### config.mk
export PLATFORM = sky130hd
export DESIGN_NAME = im_loader
export DESIGN_NICKNAME = d
export VERILOG_FILES = /design/src/rtl/im_loader.sv
export SDC_FILE = /design/constraint.sdc
export NUM_CORES = 1
export LEC_CHECK = 0
export BUFFER_PORTS_ARGS = -buffer_cell sky130_fd_sc_hd__clkbuf_2
export CELL_PAD_IN_SITES_DETAIL_PLACEMENT = 1
export CELL_PAD_IN_SITES_GLOBAL_PLACEMENT = 1
export CORE_AREA = 10 10 118 77
export CTS_CLUSTER_SIZE = 10
export DETAILED_ROUTE_END_ITERATION = 16
export DIE_AREA = 0 0 128 87
export GPL_TIMING_DRIVEN = 0
export PLACE_DENSITY = 0.93
export SLEW_MARGIN = 40
export SYNTH_ARGS = -nofsm -noshare
export SYNTH_HDL_FRONTEND = slang
export SYNTH_SLANG_ARGS = --single-unit
### constraint.sdc
create_clock -name clk -period 5.5 [get_ports clk]
set_clock_uncertainty 0.15 [all_clocks]
set_input_delay 1.1 -clock clk [delete_from_list [all_inputs] [get_ports clk]]
set_output_delay 1.1 -clock clk [all_outputs]
set_load 0.005 [all_outputs]
### src/rtl/im_loader.sv
// im_loader: loads a framed byte stream of 15-bit words into instruction memory,
// holding the CPU until a complete frame with a matching checksum has arrived.
module im_loader #(
    parameter int ADDR_W  = 8,
    parameter int INSTR_W = 15
) (
    input  logic              clk,
    input  logic              rst_n,
    input  logic              start,
    input  logic              in_valid,
    input  logic [7:0]        in_data,
    output logic              in_ready,
    output logic              im_we,
    output logic [ADDR_W-1:0] im_addr,
    output logic [INSTR_W-1:0] im_wdata,
    output logic              cpu_hold,
    output logic              done,
    output logic              error,
    output logic [ADDR_W:0]   word_count
);
    localparam int DEPTH = 1 << ADDR_W;

    typedef enum logic [2:0] {IDLE, COUNT, HI, LO, WRITE, CSUM, DONE, ERR} state_t;

    state_t            state, state_nx;
    logic [ADDR_W:0]   n_words, n_lim;
    logic [8:0]        n_raw;
    logic [6:0]        hi;
    logic [7:0]        csum;
    logic              last, idle;

    // a COUNT of zero stands for 256 words, never more than the memory holds
    assign n_raw    = (in_data == 8'd0) ? 9'd256 : {1'b0, in_data};
    assign n_lim    = (32'(n_raw) > 32'(DEPTH)) ? (ADDR_W+1)'(DEPTH) : (ADDR_W+1)'(n_raw);
    assign last     = (word_count + (ADDR_W+1)'(1)) == n_words;
    assign idle     = (state == IDLE) || (state == DONE) || (state == ERR);
    assign cpu_hold = (state != IDLE) && (state != DONE);
    assign done     = state == DONE;
    assign error    = state == ERR;

    always_ff @(posedge clk or negedge rst_n) begin
        if (!rst_n) state <= IDLE;
        else        state <= state_nx;
    end

    always_comb begin
        state_nx = state;
        in_ready = 1'b0;
        im_we    = 1'b0;
        case (state)
            IDLE, DONE, ERR: state_nx = start ? COUNT : state;
            COUNT: begin
                in_ready = 1'b1;
                state_nx = in_valid ? HI : COUNT;
            end
            HI: begin
                in_ready = 1'b1;
                state_nx = !in_valid ? HI : (in_data[7] ? ERR : LO);
            end
            LO: begin
                in_ready = 1'b1;
                state_nx = in_valid ? WRITE : LO;
            end
            WRITE: begin
                im_we    = 1'b1;
                state_nx = last ? CSUM : HI;
            end
            CSUM: begin
                in_ready = 1'b1;
                state_nx = !in_valid ? CSUM : ((in_data == csum) ? DONE : ERR);
            end
            default: state_nx = IDLE;
        endcase
    end

    always_ff @(posedge clk or negedge rst_n) begin
        if (!rst_n) begin
            n_words    <= '0;
            hi         <= '0;
            csum       <= '0;
            im_addr    <= '0;
            im_wdata   <= '0;
            word_count <= '0;
        end else if (idle) begin
            if (start) begin
                csum       <= '0;
                im_addr    <= '0;
                word_count <= '0;
            end
        end else if (state == COUNT) begin
            if (in_valid) begin
                n_words <= n_lim;
                csum    <= csum + in_data;
            end
        end else if (state == HI) begin
            if (in_valid && !in_data[7]) begin
                hi   <= in_data[6:0];
                csum <= csum + in_data;
            end
        end else if (state == LO) begin
            if (in_valid) begin
                im_wdata <= INSTR_W'({hi, in_data});
                csum     <= csum + in_data;
            end
        end else if (state == WRITE) begin
            im_addr    <= im_addr + 1'b1;
            word_count <= word_count + (ADDR_W+1)'(1);
        end
    end
endmodule

[Yosys cells after proc, flatten, opt, wreduce, memory -nomap -nowiden]
Index checks and enable logic that the tools add are counted.
Word-level totals
  register bits: 59
  bits of input ports: 12
  output and inout port bits: 37
Cells by class
  add/sub/neg operators: 3
  magnitude comparators: 1
  eq/ne operators: 16
  muxes and demuxes: 31
  bitwise gates (word level): 3
  reductions and logical operators: 17
Operators with widths (count)
  $mux W8: 12
  $mux W9: 8
  $pmux W3 S6: 1
  $mux W3: 5
  $eq A3 B3 Y1 const B: 4
  $ne A2 B2 Y1 const B: 5
  $reduce_and A5 Y1: 2
  $add A9 B1 Y9 const B: 1
  $eq A9 B9 Y1: 1
  $gt A9 B9 Y1 const B: 1
  $add A8 B1 Y8 const B: 1
  $add A8 B8 Y8: 1
  $eq A8 B8 Y1: 1
  $logic_not A8 Y1: 1
  $eq A3 B2 Y1 const B: 2
  $reduce_and A3 Y1: 2
  $mux W2: 2
  $ne A4 B3 Y1 const B: 1
  $reduce_and A4 Y1: 1
  $reduce_bool A4 Y1: 1
  $reduce_or A4 Y1: 1
  $eq A3 B1 Y1 const B: 1
  $logic_not A3 Y1: 1
  $mux W1: 3
  other kinds (8): 12

[Logic depth before layout (Yosys ltp)]
  depth in word-level cells: 6
  mapped depth: 8

[Least setup slack after synthesis]
OpenSTA, ideal clock, no wires.
  kind: in2reg
  start point: input port in_data[0]
  end point: register csum[6]
  arrival: 2.538 ns
  data required time: 5.229 ns
  setup slack: 2.691 ns
  stages: 8
  cells stage by stage: ha_1 fa_1 a21o_1 a21oi_1 o21bai_1 a21oi_1 xnor2_1 a22o_1
On the way
  longest elaborated chain between the ends: 6
Ends and longest elaborated chain
  from (decl): line 11  | input logic [7:0] in_data,
  $add A8 B8 Y8 (*): line 93, 98, 103
  $mux W8: line 91, 101
  $mux W8: line 100  | end else if (state == LO) begin
  $mux W8: line 95  | end else if (state == HI) begin
  $mux W8 (*): line 90  | end else if (state == COUNT) begin
  $mux W8 (*): line 84  | end else if (idle) begin
  to (signal assigned): line 93  | csum <= csum + in_data;
  to (signal assigned): line 98  | csum <= csum + in_data;
  to (signal assigned): line 103  | csum <= csum + in_data;
  to (decl): line 29  | logic [7:0] csum;
Every way passes the cells marked *; elsewhere a longest branch is shown, timed or not. The select of a mux whose other input is x is not followed.
A chain may end at the register's enable or synchronous reset.

[Worst setup path after layout]
  start point: register state[2]
  end point: output port im_we
On the way
  longest elaborated chain between the ends: 2
Ends and longest elaborated chain
  from (decl): line 25  | state_t state, state_nx;
  from (signal assigned): line 43  | else state <= state_nx;
  $eq A3 B3 Y1: line 50  | case (state)
  $mux W1: line 50
  to (decl): line 13  | output logic im_we,
No other way between the ends.

==> impl_results.md <==
- Syn_nets: 333
- Slew headroom: 49.5%
- Register area share after synthesis: 45.2%
- Layout Nets: 392
- Top_reg_cell synth: dfrtp_1
- First-pass DRT Iterations: 5
- WHS: 0.353 ns
- Crit Path Class: flop to output pin
- Post-DR vias/cell: 6.07
- First-pass GRT wire length: 17.0 mm
- Clk Latency, worst-skew pair: 0.33 ns
- Max-slew violation count: 0
- Ys Warns: 0
- Critical Path Source Type: flop
- Fin. Hold Viols: 0
- Largest net degree at the start of global routing: 41
- Initial Utilization: 46.5%
- Chip Height: 87 um
- Async SR Flop Fraction: 100%
- CTS buffer count: 9
- Crit-path cells: buf_6 -> clkbuf_8 -> nand2_1 -> clkinv_1 -> clkbuf_2
- Required @ worst endpoint: 4.25 ns
- Clock root buffer: clkbuf_16
- Critical Path End Type: output pin
- Setup violators final: 0
- Worst-path fanout max: 10
- Cells after synthesis: 309
- Boundary Pins: 49
- Worst-Margin Slew: 0.753 ns
- # Post-CTS Setup Buffers: 0
- Gpl congestion: 0.855
- CP peak stage delay: 0.41 ns
- Detailed placement HPWL: 7.44 mm
- Hold Path Class: flop to flop
- Gr usage total: 19.3%
- Die Wd: 128 um
- RSZ-0062 raised after global routing: false
- Post-Syn Area: 3270 sq um
- Arrival time worst endpoint: 1.78 ns
- Total of max-cap violations: 0
- CTS sink count: 59
- Global route overflow: 0
- Final TNS setup: 0 ns
- R2R depth: 8
- FF+latch count, synth: 59
- Critical path's slowest cell: dfrtp_1
- Util after Layout: 56.6%
- Top cell type's share of synthesized area: 45.2%
- Fin crit period: 3.03 ns
- DRT Wirelength: 10.6 mm
- Hold Path Cell Cnt: 1
- # rows: 24
- Outcome: finished clean
- Core Area: 7030 sq um
- Distinct cells, synth: 55
- Number of remaining DRC errors: 0
- P_leak: 1.85 nW
- Post-synth EDFFs: 0
- Most frequent cells in the layout: 59 x dfrtp_1, 46 x clkbuf_2, 28 x mux2_2
- Drt wl/cell: 22.8 um
- Clk slew on worst S/H paths: 0.05 ns
- Critical path's top delay family: buffers and inverters
- # resized after CTS: 0
- Hold buffer count at cts: 0
- Drt initial violations: 166
- Total power: 2.19 mW
- Area delta synth->final: 21.8%
- Commonest non-fill, non-tap cell in the layout: dfrtp_1
- Levels on crit path: 5
- CTS tree: yes
- Remaining antenna violation count: 0
- Fin crit share: 55.1%
- Power Dens Cells: 550 nW/um^2
- Die Area: 11100 sq um
- Layout cell share with drive strength beyond 1: 30.8%
- Vias in the first global route: 3145
- H-tree levels: 3
- Syn_area_per_cell: 10.6 sq um
- Vias: 2816
- F_max: 330 MHz
- # diodes: 0
- Peak VDD IR: 0.000291 V
- Worst Path Buf+Inv: 4
- Most area-consuming cells after synthesis: dfrtp_1 45%, mux2_2 9.7%, xnor2_1 4.3%
- Clk buf depth: 2
- Initial antenna violation count: 0
- Area leader, netlist: dfrtp_1
- I/O Buffers: 47
## registers in the layout, summed over array words and instances (netlist names)
register,flops
word_count,9
csum,8
im_addr,8
hi,7
state,3
im_wdata,15
n_words,9
## power by group
group | leakage [nW] | switching (mW) | total, mW | internal, mW
sequential | 0.753 | 0.122 | 0.710 | 0.589
clock | 0.159 | 0.202 | 0.623 | 0.420
combinational | 0.937 | 0.466 | 0.854 | 0.388
## routing by layer
metal,wire length (um),up-vias,GRT usage [%]
li1,-,1253,-
met1,4570,1463,22.6
met2,5200,77,33.4
met3,559,23,5.23
met4,240,0,6.82
met5,0,-,0
## worst paths after layout
check | from | end | slack, ns
worst max-delay path | state[2]$_DFFE_PN0P_ | im_we | 2.47
worst min-delay path | hi[0]$_DFFE_PN0P_ | im_wdata[8]$_DFFE_PN0P_ | 0.35
worst max register to register | word_count[0]$_DFFE_PN0P_ | state[1]$_DFFE_PN0P_ | 2.98
worst min register to register | hi[0]$_DFFE_PN0P_ | im_wdata[8]$_DFFE_PN0P_ | 0.35
max in group asynchronous | rst_n | word_count[2]$_DFFE_PN0P_ | 4.13
min in group asynchronous | rst_n | im_wdata[4]$_DFFE_PN0P_ | 0.54
## cells in the mapped netlist, types with 4 or more instances
cell type   n
nor2_1     21
mux2_2     28
nand3_1     7
nand2_1    14
o21ai_0    27
clkbuf_1    4
nor4_1      5
inv_1       7
buf_2       6
xor2_1      7
a22o_1      9
nor3_1      7
a21o_1      4
xnor2_1    16
o31ai_1     4
dfrtp_1    59
ha_1       11
a21oi_1    16
## through the flow
step           worst slack, ns  instances  instance area (sq um)
2_1_floorplan             2.69        309                   3270
3_3_place_gp              2.40        447                   3620
3_5_place_dp              2.32        448                   3650
4_1_cts                   2.49        464                   3980
5_1_grt                   2.41        464                   3980
6_report                  2.47        464                   3980
## cell type report
class / instances / area, sq um
buffer: 14 / 92.6
clock buffer: 12 / 256
clock inverter: 4 / 72.6
fill: 782 / 3050
inverter: 9 / 33.8
multi-input combinational: 227 / 1670
sequential: 59 / 1480
tap: 91 / 114
timing repair buffer: 48 / 258
## kinds of logic after synthesis
kind of cell | after synthesis | share of synthesized area [%]
buffers and inverters | 23 | 3.87
flip-flops | 59 | 45.2
multiplexers | 28 | 9.65
AO/OA/AOI/OAI | 78 | 15.8
XOR/XNOR | 23 | 6.17
AND/OR/NAND/NOR | 86 | 14.5
adder cells (fa/ha/maj) | 12 | 4.83
Power figures use the tool's default switching activity.
